### config.mk
export PLATFORM = sky130hd
export DESIGN_NAME = pc_fetch_unit
export DESIGN_NICKNAME = d
export VERILOG_FILES = /design/src/rtl/pc_fetch_unit.sv
export SDC_FILE = /design/constraint.sdc
export NUM_CORES = 1
export LEC_CHECK = 0
export CAP_MARGIN = 0
export CELL_PAD_IN_SITES_DETAIL_PLACEMENT = 1
export CELL_PAD_IN_SITES_GLOBAL_PLACEMENT = 1
export CORE_ASPECT_RATIO = 0.8
export CORE_UTILIZATION = 27
export CTS_BUF_LIST = sky130_fd_sc_hd__clkbuf_8
export DETAILED_ROUTE_END_ITERATION = 10
export GPL_TIMING_DRIVEN = 0
export MAX_ROUTING_LAYER = met4
export PLACE_DENSITY_LB_ADDON = 0.2
export SLEW_MARGIN = 30
export SYNTH_ARGS = -nofsm -noshare
export SYNTH_HDL_FRONTEND = slang
export SYNTH_SLANG_ARGS = --single-unit
### constraint.sdc
create_clock -name clk -period 1.8 [get_ports clk]
set_clock_uncertainty 0.15 [all_clocks]
set_input_delay 0.36 -clock clk [delete_from_list [all_inputs] [get_ports clk]]
set_output_delay 0.36 -clock clk [all_outputs]
set_load 0.03 [all_outputs]
### src/rtl/pc_fetch_unit.sv
// Fetch stage: program counter, next-PC selection and the IF/ID pipeline register.
// Define PC_FETCH_RAS_EN to build the hardware return-address stack for Ret targets.
module pc_fetch_unit #(
    parameter logic [31:0] RESET_PC  = 32'h0000_0000,
    parameter int          RAS_DEPTH = 8,
    parameter logic [31:0] NOP_INSTR = 32'h0000_0000
) (
    input  logic        clk,
    input  logic        rst_n,
    input  logic [2:0]  PcSource,
    input  logic        SIG_Kill,
    input  logic        SIG_Call,
    input  logic        SIG_Stall,
    input  logic [31:0] JumpTarget,
    input  logic [31:0] BranchTarget,
    input  logic [31:0] Rs1Target,
    input  logic [31:0] RetTarget,
    input  logic [31:0] InstrIn,
    output logic [31:0] Pc,
    output logic [31:0] IfId_Instr,
    output logic [31:0] IfId_Pc,
    output logic        IfId_Valid,
    output logic        RasOverflow,
    output logic        RasUnderflow
);

    localparam logic [2:0] SRC_SEQ    = 3'b000;
    localparam logic [2:0] SRC_JUMP   = 3'b001;
    localparam logic [2:0] SRC_BRANCH = 3'b010;
    localparam logic [2:0] SRC_RS1    = 3'b011;
    localparam logic [2:0] SRC_RET    = 3'b100;

    logic [31:0] pc_plus4;
    logic [31:0] ret_target;
    logic [31:0] next_pc;

    assign pc_plus4 = Pc + 32'd4;

    always_comb begin
        next_pc = pc_plus4;
        case (PcSource)
            SRC_SEQ:    next_pc = pc_plus4;
            SRC_JUMP:   next_pc = JumpTarget;
            SRC_BRANCH: next_pc = BranchTarget;
            SRC_RS1:    next_pc = Rs1Target;
            SRC_RET:    next_pc = ret_target;
            default:    next_pc = pc_plus4;
        endcase
    end

    // A stall freezes everything; redirects are re-presented by decode afterwards.
    always_ff @(posedge clk) begin
        if (!rst_n) begin
            Pc         <= RESET_PC;
            IfId_Instr <= NOP_INSTR;
            IfId_Pc    <= RESET_PC;
            IfId_Valid <= 1'b0;
        end else if (!SIG_Stall) begin
            Pc      <= next_pc;
            IfId_Pc <= Pc;
            if (SIG_Kill) begin
                IfId_Instr <= NOP_INSTR;
                IfId_Valid <= 1'b0;
            end else begin
                IfId_Instr <= InstrIn;
                IfId_Valid <= 1'b1;
            end
        end
    end

`ifdef PC_FETCH_RAS_EN
    localparam int PTR_W = (RAS_DEPTH > 1) ? $clog2(RAS_DEPTH) : 1;
    localparam logic [PTR_W:0] RAS_FULL = (PTR_W+1)'(RAS_DEPTH);

    logic [31:0]      ras_mem [RAS_DEPTH];
    logic [PTR_W-1:0] ras_ptr;
    logic [PTR_W-1:0] ras_top_idx;
    logic [PTR_W:0]   ras_cnt;
    logic             ras_push;
    logic             ras_pop;
    logic             ras_empty;
    logic [31:0]      unused_ret;

    assign unused_ret  = RetTarget;
    assign ras_top_idx = ras_ptr - 1'b1;
    assign ras_empty   = (ras_cnt == '0);
    assign ras_push    = !SIG_Stall &&
                         (((PcSource == SRC_JUMP) && SIG_Call) || (PcSource == SRC_RS1));
    assign ras_pop     = !SIG_Stall && (PcSource == SRC_RET);
    assign ret_target  = ras_empty ? RESET_PC : ras_mem[ras_top_idx];

    // The call being decoded sits in IF/ID, so its return address is IfId_Pc+4.
    always_ff @(posedge clk) begin
        if (ras_push) begin
            ras_mem[ras_ptr] <= IfId_Pc + 32'd4;
        end
    end

    // Full pushes overwrite the oldest entry; empty pops leave pointer and count alone.
    always_ff @(posedge clk) begin
        if (!rst_n) begin
            ras_ptr      <= '0;
            ras_cnt      <= '0;
            RasOverflow  <= 1'b0;
            RasUnderflow <= 1'b0;
        end else if (ras_push) begin
            ras_ptr <= ras_ptr + 1'b1;
            if (ras_cnt == RAS_FULL) begin
                RasOverflow <= 1'b1;
            end else begin
                ras_cnt <= ras_cnt + 1'b1;
            end
        end else if (ras_pop) begin
            if (ras_empty) begin
                RasUnderflow <= 1'b1;
            end else begin
                ras_ptr <= ras_top_idx;
                ras_cnt <= ras_cnt - 1'b1;
            end
        end
    end
`else
    logic unused_call;

    assign unused_call  = SIG_Call;
    assign ret_target   = RetTarget;
    assign RasOverflow  = 1'b0;
    assign RasUnderflow = 1'b0;
`endif

endmodule

==> impl_metrics.toml, run 1 <==
[timing]
setup_viol = 11
postLayoutSetupSlackWorst_ns = -0.1730
fin_setup_tns_ns = -0.7856
setup_repair_after_global_routing_missed_its_margin = "true"
timing.max_slew.rel_slack_pct = 55.07
finalHoldWorstSlack_ns = 0.3495
timing.final.max_slew_violations = 0
final.min_clock_period_ns = 1.973
fmax_mhz = 506.8
final.period_utilization_pct = 109.6
worst_margin_slew_ns = 0.6740
hold_viol = 0

[die]
chipWidth_um = 159.9
initial_core_util_pct = 27.96
num_io_pins = 267
core_area_um2 = 19260
design.die.area_um2 = 20510
cell_rows = 45
dieHeight_um = 128.3

[clock_network]
cts_inserted_buffers = 9
cts.clk_slew.worst_paths_ns = 0.11
cts_tree = "yes"
ctsRootBufferMaster = "sky130_fd_sc_hd__clkbuf_8"
ctsLongestPathBuffers = 2
tritoncts_num_sinks = 97
worst_skew_late_latency_ns = 0.37
h-tree-depth = 3

[synth]
synth-warning-count = 0
synthDominantCellAreaShare_pct = 36.07
synth_enable_flop_cells = 0
synth.ff_latch_count = 97
ys_seq_area_share_pct = 36.07
synth_ff_type = "sky130_fd_sc_hd__dfxtp_1"
netlist-cell-type-count = 63
synth_top_area_cell = "sky130_fd_sc_hd__dfxtp_1"
synth_async_sr_flop_share_pct = 0
synth.avg_cell_area_um2 = 8.656
post_synth_main_area_contributors = "sky130_fd_sc_hd__dfxtp_1 (36%), sky130_fd_sc_hd__mux2i_1 (9.5%), sky130_fd_sc_hd__a22oi_1 (8.4%), sky130_fd_sc_hd__nor2b_1 (8.3%), sky130_fd_sc_hd__a21oi_1 (3.3%)"
synthesis.area_um2 = 5384
syn_inst = 622

[power]
p_leak_nw = 4.056
vdd_drop_max_mv = 0.3476
power-per-cell-area_nw_per_um2 = 580.5

[hold_path]
hold_path_class = "register to register"

[final_layout]
antenna-diode-count = 0
fill_count = 2252
design.final.nets = 1124
area_growth_syn_to_layout_pct = 78.36
layout_commonest_cell = "sky130_fd_sc_hd__clkdlybuf4s50_1"
regArea_um2 = 2016
layout.cells.most_common_list = "sky130_fd_sc_hd__clkdlybuf4s50_1 (162), sky130_fd_sc_hd__dlygate4sd2_1 (86), sky130_fd_sc_hd__dfxtp_1 (72)"
layout-drive-gt1-share_pct = 25.62
multi_input_comb_area_um2 = 3612

[global_route]
groute.layer.met1.usage_pct = 32.98
largest_net_degree_at_the_start_of_global_routing = 17
first_global_vias = 6508
grt_overflow = 0
global_routing_met3_resource_utilization_pct = 3.882
grt_antenna_before_repair = 0
most_used_routing_layer_in_global_routing = "met2"
grt_first_pass_wirelength_um = 38700
gr-usage-met2_pct = 41.66
groute.usage.overall_pct = 25.30

[run]
maxCapViolations = 0

[critical_path]
timing_worst_setup_path_type = "register to register"
cp-start-kind = "register"
worstPathRequired_ns = 1.96
timing.critical_path.fanout_max = 3
endpoint_kind = "register"
worstPathArrival_ns = 2.13

[routing]
vias_per_cell = 5.288
1st_pass_router_iterations = 5
drt-initial-drc-count = 393
ant_nets = 0
num_vias = 6441
drc_errors = 0
drt_wl_total_um = 25720
post_detailed_route_wirelength_per_cell_um = 21.11

[placed_design]
gp_congestion = 0.8591
buffer_ports.inserted = 262
dp.final_hpwl_um = 18690

[status]
failed_checks = "negative setup slack"
run_status = "finished, violations left"
## where the power goes
part / switching, mW / total, mW / internal (mW)
Sequential: 0.122 / 2.37 / 2.25
Combinational: 0.856 / 1.69 / 0.836
Clock: 0.827 / 1.51 / 0.685
## state kept, by name, summed over array words and instances (netlist names)
signal      cells
IfId_Pc        32
IfId_Valid      1
Pc             32
IfId_Instr     32
## final cells by class
| type | instances | share of cell area, % |
|---|---|---|
| sequential | 97 | 20.99 |
| multi-input combinational | 458 | 37.62 |
| clock buffer | 10 | 1.433 |
| timing repair buffer | 323 | 30.88 |
| buffer | 57 | 4.638 |
| inverter | 9 | 0.4039 |
| clock inverter | 6 | 0.6775 |
| tap | 258 | 3.362 |
## path summary, 6_finish.rpt
check	start	end	slack (ns)	cells past startpoint
setup reg to reg	Pc[20]	Pc[31]	-0.17	6
hold / removal	Pc[25]	Pc[25]	0.35	2
setup / recovery	Pc[20]	Pc[31]	-0.17	6
hold reg to reg	Pc[25]	Pc[25]	0.35	2
## what timing repair did
action | in CTS | in global routing
resized for setup | 226 | 81
buffers inserted | 34 | 25
endpoints found under the setup margin | 194 | 41
cloned | 2 | 0
hold buffers | 0 | 0
pin swaps | 17 | 30
## cell families after synthesis
group | after synthesis | synth area share, %
AOI/OAI and AO/OA | 206 | 26.54
adders and majority gates | 1 | 0.2324
buffers and inverters | 68 | 5.136
DFF | 97 | 36.07
muxes | 58 | 10.95
other | 1 | 0.06965
and+or+nand+nor | 191 | 21.01
## worst max-delay path, stage by stage, from the launching register on
cell                       delay [ns]
sky130_fd_sc_hd__dfxtp_4         0.36
sky130_fd_sc_hd__buf_6           0.10
sky130_fd_sc_hd__nand3_4         0.05
sky130_fd_sc_hd__or4_4           0.52
sky130_fd_sc_hd__nor4_4          0.32
sky130_fd_sc_hd__mux2i_1         0.23
sky130_fd_sc_hd__o2111a_1        0.18
## cells in the mapped netlist, types with 4 or more instances
| master | count |
|---|---|
| sky130_fd_sc_hd__nand2b_1 | 7 |
| sky130_fd_sc_hd__nor2b_1 | 71 |
| sky130_fd_sc_hd__mux2_2 | 7 |
| sky130_fd_sc_hd__and4_1 | 4 |
| sky130_fd_sc_hd__dfxtp_1 | 97 |
| sky130_fd_sc_hd__mux2i_1 | 51 |
| sky130_fd_sc_hd__a22oi_1 | 60 |
| sky130_fd_sc_hd__nand3_1 | 14 |
| sky130_fd_sc_hd__nand2_1 | 27 |
| sky130_fd_sc_hd__and3_1 | 12 |
| sky130_fd_sc_hd__a21oi_1 | 36 |
| sky130_fd_sc_hd__o31ai_1 | 4 |
| sky130_fd_sc_hd__o211a_1 | 5 |
| sky130_fd_sc_hd__clkbuf_1 | 33 |
| sky130_fd_sc_hd__o211ai_1 | 6 |
| sky130_fd_sc_hd__nor3_1 | 11 |
| sky130_fd_sc_hd__buf_1 | 13 |
| sky130_fd_sc_hd__o221a_2 | 5 |
| sky130_fd_sc_hd__nand4_1 | 8 |
| sky130_fd_sc_hd__o21ai_0 | 30 |
| sky130_fd_sc_hd__buf_2 | 11 |
| sky130_fd_sc_hd__o22ai_1 | 13 |
| sky130_fd_sc_hd__inv_1 | 8 |
| sky130_fd_sc_hd__nor2_1 | 18 |
| sky130_fd_sc_hd__a31oi_1 | 8 |
| sky130_fd_sc_hd__a21boi_0 | 5 |
## stage by stage
step                util, %  setup slack [ns]  area (um^2)  power (mW)  std cells
detailed placement    44.03            -1.426         8478       3.957       1143
global route          49.87           -0.2229         9603       5.832       1218
global placement      44.03            -1.403         8478       3.943       1143
CTS                   47.99           -0.1596         9241       5.536       1194
finish                49.87           -0.1730         9603       5.574       1218
floorplan                 -          -0.06748         5533       3.140        623
## layer usage
layer,vias up,routed length (um)
met1,3201,11850
met3,21,1148
met4,0,294
met2,212,12430
met5,-,0
li1,3007,-
Note: power is estimated with default switching activity, not from simulation.
==> run 2, diff against run 1 <==
Clock period 1.8 ns to 1.6 ns, I/O delays scaled along.
==> run 2 against run 1 <==
Effect of this change: the run still ends with negative setup slack left; wire length up 1.8%; total power up 13%; via count down 0.75%; flip-flop and latch count unchanged; worst hold slack worse by 0.011 ns; design area up 1.1%; combinational power up 16%; utilization up 0.56 points; die area unchanged; sequential power up 13%; cell count unchanged; critical path type unchanged.
==> impl_metrics.toml, run 2 (synthesis results as in run 1) <==
[critical_path]
slowest_cell_on_the_critical_path = "sky130_fd_sc_hd__dfxtp_4"
critical_path.cell_chain = "nand4_1, buf_6, or3_4, nor4_4, mux2i_1, o2111a_1"
timing_worst_setup_path_type = "register to register"
slowest_delay_ns = 0.41
worstPathArrival_ns = 2.18
endpoint_kind = "register"
timing.critical_path.fanout_max = 6
cp-start-kind = "register"
worstPathRequired_ns = 1.76

[power]
power-per-cell-area_nw_per_um2 = 651.2
vdd_drop_max_mv = 0.4124
total_power_mw = 6.323
p_leak_nw = 3.898

[clock_network]
h-tree-depth = 3
cts.clk_slew.worst_paths_ns = 0.10
worst_skew_late_latency_ns = 0.37
tritoncts_num_sinks = 97
ctsRootBufferMaster = "sky130_fd_sc_hd__clkbuf_8"
cts_tree = "yes"
cts_inserted_buffers = 9
ctsLongestPathBuffers = 2

[placed_design]
placed_cell_area_um2 = 8620
pre_cts_slack_ns = -1.271
buffer_ports.inserted = 262
gp_congestion = 0.8166
dp.final_hpwl_um = 18790

[routing]
drc_errors = 0
vias_per_cell = 5.249
drt-initial-drc-count = 257
post_detailed_route_wirelength_per_cell_um = 21.50
ant_nets = 0
num_vias = 6393
drt_wl_total_um = 26180
1st_pass_router_iterations = 5

[timing]
fin_setup_tns_ns = -5.580
setup_viol = 25
worst_margin_slew_ns = 0.6221
postLayoutSetupSlackWorst_ns = -0.4219
timing.max_slew.rel_slack_pct = 58.53
hold_viol = 0
final.min_clock_period_ns = 2.022
timing.final.max_slew_violations = 0
final.period_utilization_pct = 126.4
fmax_mhz = 494.6
setup_repair_after_global_routing_missed_its_margin = "true"

[die]
core_area_um2 = 19260
chipWidth_um = 159.9
dieHeight_um = 128.3
num_io_pins = 267
cell_rows = 45
initial_core_util_pct = 27.96
design.die.area_um2 = 20510

[status]
failed_checks = "negative setup slack"
run_status = "finished, violations left"

[global_route]
grt_antenna_before_repair = 0
groute.usage.overall_pct = 25.05
first_global_vias = 6483
largest_net_degree_at_the_start_of_global_routing = 17
grt_first_pass_wirelength_um = 38230
grt_overflow = 0

[hold_path]
hold_path_class = "register to register"

[final_layout]
layout.cells.most_common_list = "sky130_fd_sc_hd__clkdlybuf4s50_1 (162), sky130_fd_sc_hd__dfxtp_1 (70), sky130_fd_sc_hd__nor2b_1 (68)"
layout_commonest_cell = "sky130_fd_sc_hd__clkdlybuf4s50_1"
fin_util_pct = 50.43
antenna-diode-count = 0
design.final.nets = 1124
final_cell_area_um2 = 9711
largest_registers = "IfId_Instr x32, IfId_Pc x32, Pc x32"
area_growth_syn_to_layout_pct = 80.36
layout-drive-gt1-share_pct = 34.79

[run]
maxCapViolations = 0
-- run 2: cell count changes in the layout (fill, tap and decap cells not counted), moves of 7 or more --
cell | previous run | this run
sky130_fd_sc_hd__clkdlybuf4s15_2 | 2 | 18
sky130_fd_sc_hd__buf_4 | 57 | 50
sky130_fd_sc_hd__dlygate4sd2_1 | 86 | 2
sky130_fd_sc_hd__buf_2 | 7 | 19
sky130_fd_sc_hd__clkbuf_2 | 16 | 56
sky130_fd_sc_hd__clkdlybuf4s15_1 | 3 | 13
-- run 2: area by class of cell --
cell class	instances	area, um^2
Buffer	57	554.3
Clock buffer	11	151.4
Inverter	9	42.54
Sequential cell	97	2018
Tap cell	258	322.8
Timing Repair Buffer	323	2890
Fill cell	2196	9545
Clock inverter	5	53.80
Multi-Input combinational cell	458	3677
-- run 2: path summary, 6_finish.rpt --
path	startpoint	endpoint	slack [ns]	cells after the start
max	Pc[3]	Pc[31]	-0.42	6
min	Pc[17]	Pc[17]	0.34	2
max reg2reg	Pc[3]	Pc[31]	-0.42	6
min reg2reg	Pc[17]	Pc[17]	0.34	2
-- run 2: stage by stage --
stage,std cells,hold WS (ns)
floorplan,623,0.3365
global placement,1143,0.3137
detailed placement,1143,0.3186
CTS,1192,0.3418
global route,1218,0.3693
finish,1218,0.3386
-- run 2: worst max-delay path, delay by kind of cell, from the launching register on --
| family | cells | cell delay, ns |
|---|---|---|
| AO/OA/AOI/OAI | 1 | 0.18 |
| buffers and inverters | 1 | 0.15 |
| flip-flops | 1 | 0.41 |
| multiplexers | 1 | 0.23 |
| AND/OR/NAND/NOR | 3 | 0.86 |
-- run 2: report_power, final --
part / internal [mW] / switching (mW)
combinational: 0.982 / 0.977
sequential: 2.53 / 0.138
clock: 0.807 / 0.891
-- run 2: repair_timing --
item,in CTS,in global routing
pin swaps,29,19
setup buffers,31,25
cloned,3,3
gates resized for setup,368,152
hold buffers,0,0
endpoints found under the setup margin,194,125
-- run 2: layer usage --
| metal | global-route usage (%) | wire (um) |
|---|---|---|
| met5 | - | 0 |
| met4 | 4.986 | 385 |
| met3 | 4.691 | 1270 |
| met2 | 41.23 | 12700 |
| met1 | 32.11 | 11830 |
==> variant 1: new RTL, flow settings as in run 1 <==
The option `PC_FETCH_RAS_EN` is turned on by a define.
--- a/src/rtl/pc_fetch_unit.sv
+++ b/src/rtl/pc_fetch_unit.sv
@@ -1,5 +1,7 @@
 // Fetch stage: program counter, next-PC selection and the IF/ID pipeline register.
 // Define PC_FETCH_RAS_EN to build the hardware return-address stack for Ret targets.
+`define PC_FETCH_RAS_EN
+
 module pc_fetch_unit #(
     parameter logic [31:0] RESET_PC  = 32'h0000_0000,
     parameter int          RAS_DEPTH = 8,
Function: changed (a bounded check fails within 4 cycles, from zero or initial values and one cycle with rst_n low).
==> variant 1 against run 1 <==
Clock power grew to 4.3 times the old value. Sequential cell count is 265 higher. Worst setup slack got worse by 0.83 ns. Sequential share of layout area is 20 points higher. Total power grew to 3.4 times the old value. Design area rose to 2.5 times the old value. Global-route usage fell by 2.9 points. Synthesized area grew to 3.0 times the old value. Die area rose to 2.9 times the old value. Routed wire length rose to 2.7 times the old value. The flow finishes with violations (DRC, setup timing).
==> variant 1: results (changes against run 1) <==
Parameter                              Value

Synthesis
  Proportion of synthesized chip area in sequential cells    61.3% (+25 points)
  Number of enable flip-flop cells after synthesis    256 (+256)
  Top cells by instance count after synthesis    256 x sky130_fd_sc_hd__edfxtp_1, 121 x sky130_fd_sc_hd__nor2_1, 106 x sky130_fd_sc_hd__dfxtp_1
  Number of different library cells in the post-synthesis netlist    72 (+14%)
  Most area-consuming cells after synthesis    sky130_fd_sc_hd__edfxtp_1 48%, sky130_fd_sc_hd__dfxtp_1 13%, sky130_fd_sc_hd__mux4_2 4.6%, sky130_fd_sc_hd__mux2i_1 4.0%, sky130_fd_sc_hd__nor2_1 2.8%
  Dominant synthesized flop cell    sky130_fd_sc_hd__edfxtp_1

Drt
  Number of iterations in the first detailed-routing pass    8 (+3)
  Number of remaining DRC errors    6 (+6)
  WL per Instance    27.3 um (+29%)
  Number of design-rule violations left by the first detailed-router iteration    1193 (+200%)

Setup path
  Cell with the biggest individual delay on the critical path    sky130_fd_sc_hd__mux4_2
  Endpoint of the lowest-slack register-to-register path    Pc[25]
  Worst setup slack for register-to-register paths    -1.0 ns (-0.83 ns)
  Number of cells on the worst reg-to-reg path    10 (+4)
  Maximum fanout along the worst path    6 (+3)
  Launching instance or port of the critical path    ras_ptr[0]
  Cell type group with the largest total delay on the critical path    compound AO/OA/AOI/OAI gates

Placement
  Placed Instance Area    20300 sq um (+140%)
  Global placer's final weighted congestion    0.952 (+11%)
  Sum of net half-perimeters after detailed placement    48400 um (+160%)
  Number of I/O port buffers    232 (-11%)

Clocking
  Clk_lat worst skew    0.63 ns (+0.26 ns)
  Post-CTS sizing    286 (+27%)
  H-tree level count    2 (-1)
  Clock tree buffer depth    3 (+1)
  Cts bufs inserted    58 (+49)
  Count of buffers added by post-CTS timing repair for setup    87 (+160%)

Run status
  Result of the run    complete, but fails checks
  Failing checks    DRC, setup timing

Timing
  Tightest slew margin relative to the limit    34.0% (-21 points)
  Final WS setup    -0.999 ns (-0.826 ns)
  Setup-failing EPs final    559 (+548)
  Setup total negative slack    -198.46 ns (-197.67 ns)

Layout
  Share of final-layout standard cells stronger than drive strength 1    39.0% (+13 points)
  Net total in the final layout    1865 (+66%)

Min path
  Cell depth of the worst min-delay path    3 (+1)
  Kind of path behind the tightest hold check    input port to flop

Global routing
  Initial antenna violation count    1 (+1)
  Global-route wire length before repair    93700 um (+140%)
  Number of global-route vias before repair    13200 (+100%)
  Pin count of the biggest net entering global routing    16 (-1)

Power and ir drop
  Leak Pwr    8.80 nW (+120%)
  Largest vdd supply drop    0.427 mV (+23%)
[variant 1: cell type report]
class | count | area [sq um]
multi-input combinational | 747 | 6920
clock buffer | 59 | 812
inverter | 15 | 75.1
tap | 769 | 962
timing repair buffer | 431 | 4580
fill | 6041 | 34200
sequential | 362 | 10000
antenna | 1 | 2.50
clock inverter | 46 | 199
buffer | 76 | 682
[variant 1: where the power goes]
| part | internal (mW) | switching [mW] |
|---|---|---|
| combinational | 1.69 | 1.81 |
| sequential | 8.98 | 0.208 |
| clock | 3.05 | 3.46 |
[variant 1: routing by layer]
| metal | global-route usage, % | share of wire (%) | wire length, um |
|---|---|---|---|
| met1 | 32.1 | 47 | 32000 |
| met2 | 31.5 | 44 | 29800 |
| met3 | 4.77 | 6.8 | 4660 |
| met4 | 6.41 | 2.6 | 1800 |
| met5 | - | 0 | 0 |
[variant 1: worst min path at each step]
stage                               to  slack [ns]    startpoint
final                            Pc[2]        0.11         rst_n
after global routing             Pc[2]         0.1         rst_n
after CTS                        Pc[2]        0.05         rst_n
after detailed placement  RasUnderflow        0.33  RasUnderflow
after global placement    RasUnderflow        0.31  RasUnderflow
after floorplan             ras_cnt[3]        0.32    ras_cnt[3]
[variant 1: cells by family after synthesis]
logic type,after synthesis,share of synthesized area [%]
xor gates and xnor gates,33,1.92
muxes,150,13.8
adders and majority gates,6,0.469
buffers and inverters,96,2.67
AOI/OAI and AO/OA,216,9.59
DFF,362,61.3
and+or+nand+nor,342,10.3
[variant 1: through the flow]
step / cells / setup WS [ns]
finish: 2506 / -0.999
global route: 2506 / -1.05
CTS: 2435 / -1.00
detailed placement: 2239 / -1.74
global placement: 2206 / -2.85
floorplan: 1205 / -0.956
==> variant 2: new RTL, config.mk and constraints of run 1 <==
Made on the original files. Register the inputs `JumpTarget`, `BranchTarget` and `Rs1Target` before use. The logic sees them one clock later. The other inputs are not delayed to match.
--- a/src/rtl/pc_fetch_unit.sv
+++ b/src/rtl/pc_fetch_unit.sv
@@ -30,6 +30,16 @@
     localparam logic [2:0] SRC_RS1    = 3'b011;
     localparam logic [2:0] SRC_RET    = 3'b100;
 
+    logic [31:0] JumpTarget_q;
+    logic [31:0] BranchTarget_q;
+    logic [31:0] Rs1Target_q;
+
+    always_ff @(posedge clk) begin
+        JumpTarget_q   <= JumpTarget;
+        BranchTarget_q <= BranchTarget;
+        Rs1Target_q    <= Rs1Target;
+    end
+
     logic [31:0] pc_plus4;
     logic [31:0] ret_target;
     logic [31:0] next_pc;
@@ -40,9 +50,9 @@
         next_pc = pc_plus4;
         case (PcSource)
             SRC_SEQ:    next_pc = pc_plus4;
-            SRC_JUMP:   next_pc = JumpTarget;
-            SRC_BRANCH: next_pc = BranchTarget;
-            SRC_RS1:    next_pc = Rs1Target;
+            SRC_JUMP:   next_pc = JumpTarget_q;
+            SRC_BRANCH: next_pc = BranchTarget_q;
+            SRC_RS1:    next_pc = Rs1Target_q;
             SRC_RET:    next_pc = ret_target;
             default:    next_pc = pc_plus4;
         endcase
Behaviour: not the same (Yosys sat finds a counterexample within 4 cycles, from zero or initial values and one cycle with rst_n low).
==> variant 2 against run 1 <==
The flow still finishes with violations (setup timing). Synthesized area increased by 36%. Design area increased by 19%. Routed wire length increased by 11%. Total power increased by 67%. Synthesized cell count increased by 14%. Sequential cell count increased by 96. Fmax increased by 1.5%. Worst setup slack improved by 0.029 ns. Critical endpoint is now Pc[23].
==> variant 2: results (changes against run 1) <==
Parameter                              Value

Setup path
  Arrival time at the worst endpoint    2.17 ns (+0.04 ns)
  Highest cell delay on the worst timing path    0.38 ns (-0.14 ns)
  Cell with the biggest individual delay on the critical path    sky130_fd_sc_hd__nor4_4
  Maximum fanout along the worst path    5 (+2)
  Launching instance or port of the critical path    Pc[6]

Global routing
  Met2 capacity usage during global routing    33.9% (-7.8 points)
  Met3 track demand over resource    4.85% (+0.97 points)
  Global-route wire length before repair    42600 um (+10%)
  Number of global-route vias before repair    7141 (+9.7%)
  Overall fraction of global-route tracks in use    21.0% (-4.3 points)

Power and ir drop
  Relative contribution of combinational cells to total power    17.5% (-13 points)
  Largest vdd supply drop    0.475 mV (+37%)
  Register share of total power    50.0% (+7.5 points)
  Net Sw Frac    27.9% (-4.5 points)
  Leak Pwr    4.53 nW (+12%)

Placement
  Sum of net half-perimeters after detailed placement    21400 um (+14%)
  Number of I/O port buffers    260 (-0.76%)

Synthesis
  Top cells by instance count after synthesis    193 x sky130_fd_sc_hd__dfxtp_1, 73 x sky130_fd_sc_hd__nor2b_1, 60 x sky130_fd_sc_hd__a22oi_1
  Most area-consuming cells after synthesis    sky130_fd_sc_hd__dfxtp_1 53%, sky130_fd_sc_hd__mux2i_1 7.1%, sky130_fd_sc_hd__nor2b_1 6.2%, sky130_fd_sc_hd__a22oi_1 6.1%, sky130_fd_sc_hd__a21oi_1 2.2%
  Number of different library cells in the post-synthesis netlist    65 (+3.2%)

Run status
  Failing checks    setup timing
  Result of the run    complete, but fails checks

Drt
  Total number of vias    6733 (+4.5%)

Timing
  Tightest slew margin relative to the limit    53.8% (-1.3 points)
  Final WS setup    -0.144 ns (+0.0290 ns)
  Setup-failing EPs final    11 (unchanged)

Layout
  Net total in the final layout    1190 (+5.9%)
  Share of final-layout standard cells stronger than drive strength 1    22.8% (-2.8 points)

Min path
  Source of the worst hold timing path    Rs1Target[14]

Clocking
  Cts bufs inserted    17 (+8)
  Clk_lat worst skew    0.48 ns (+0.11 ns)
  H-tree level count    4 (+1)
## variant 2: kinds of logic (layout without fill, tap and decap cells)
kind of cell	count (synthesis)	after routing	synth area share, %
buf+inv	61	381	3.94
compound gates	211	211	20.0
mux	61	61	8.47
simple gates	184	184	14.8
fa+ha+maj	1	1	0.170
flops	193	193	52.6
other cells	1	2	0.0511
## variant 2: cell type report
type | instances | area (sq um)
Clock buffer | 18 | 248
Tap cell | 357 | 447
Sequential cell | 193 | 3930
Fill cell | 2942 | 15000
Timing Repair Buffer | 292 | 2770
Inverter | 2 | 7.51
Clock inverter | 13 | 159
Buffer | 56 | 382
Multi-Input combinational cell | 459 | 3480
## variant 2: metrics by stage
step	hold WS (ns)	util, %	setup slack, ns	cells
final	0.158	43.2	-0.144	1390
after global routing	0.112	43.2	-0.169	1390
after CTS	0.131	42.4	-0.214	1381
after detailed placement	0.359	39.6	-1.35	1330
after global placement	0.348	39.6	-1.32	1330
after floorplan	0.238	-	-0.0516	713
## variant 2: worst paths after layout
kind / cells after the start / end
setup / recovery: 7 / Pc[23]
setup reg to reg: 7 / Pc[23]
hold reg to reg: 2 / IfId_Pc[5]
hold / removal: 1 / Rs1Target_q[14]
## variant 2: layer usage
metal | vias up | share of wire [%] | wire, um
met5 | - | 0 | 0
met4 | 0 | 1.2 | 341
met3 | 25 | 5.5 | 1570
met2 | 194 | 47 | 13500
met1 | 3274 | 46 | 13000
li1 | 3240 | - | -
## variant 2: timing repair
item / in CTS / in global routing
pin swaps: 18 / 23
resized for setup: 260 / 101
buffers inserted: 22 / 10
gates cloned: 0 / 1
endpoints found under the setup margin: 129 / 87
hold buffers: 0 / 0
hold endpoints to repair: 0 / 0
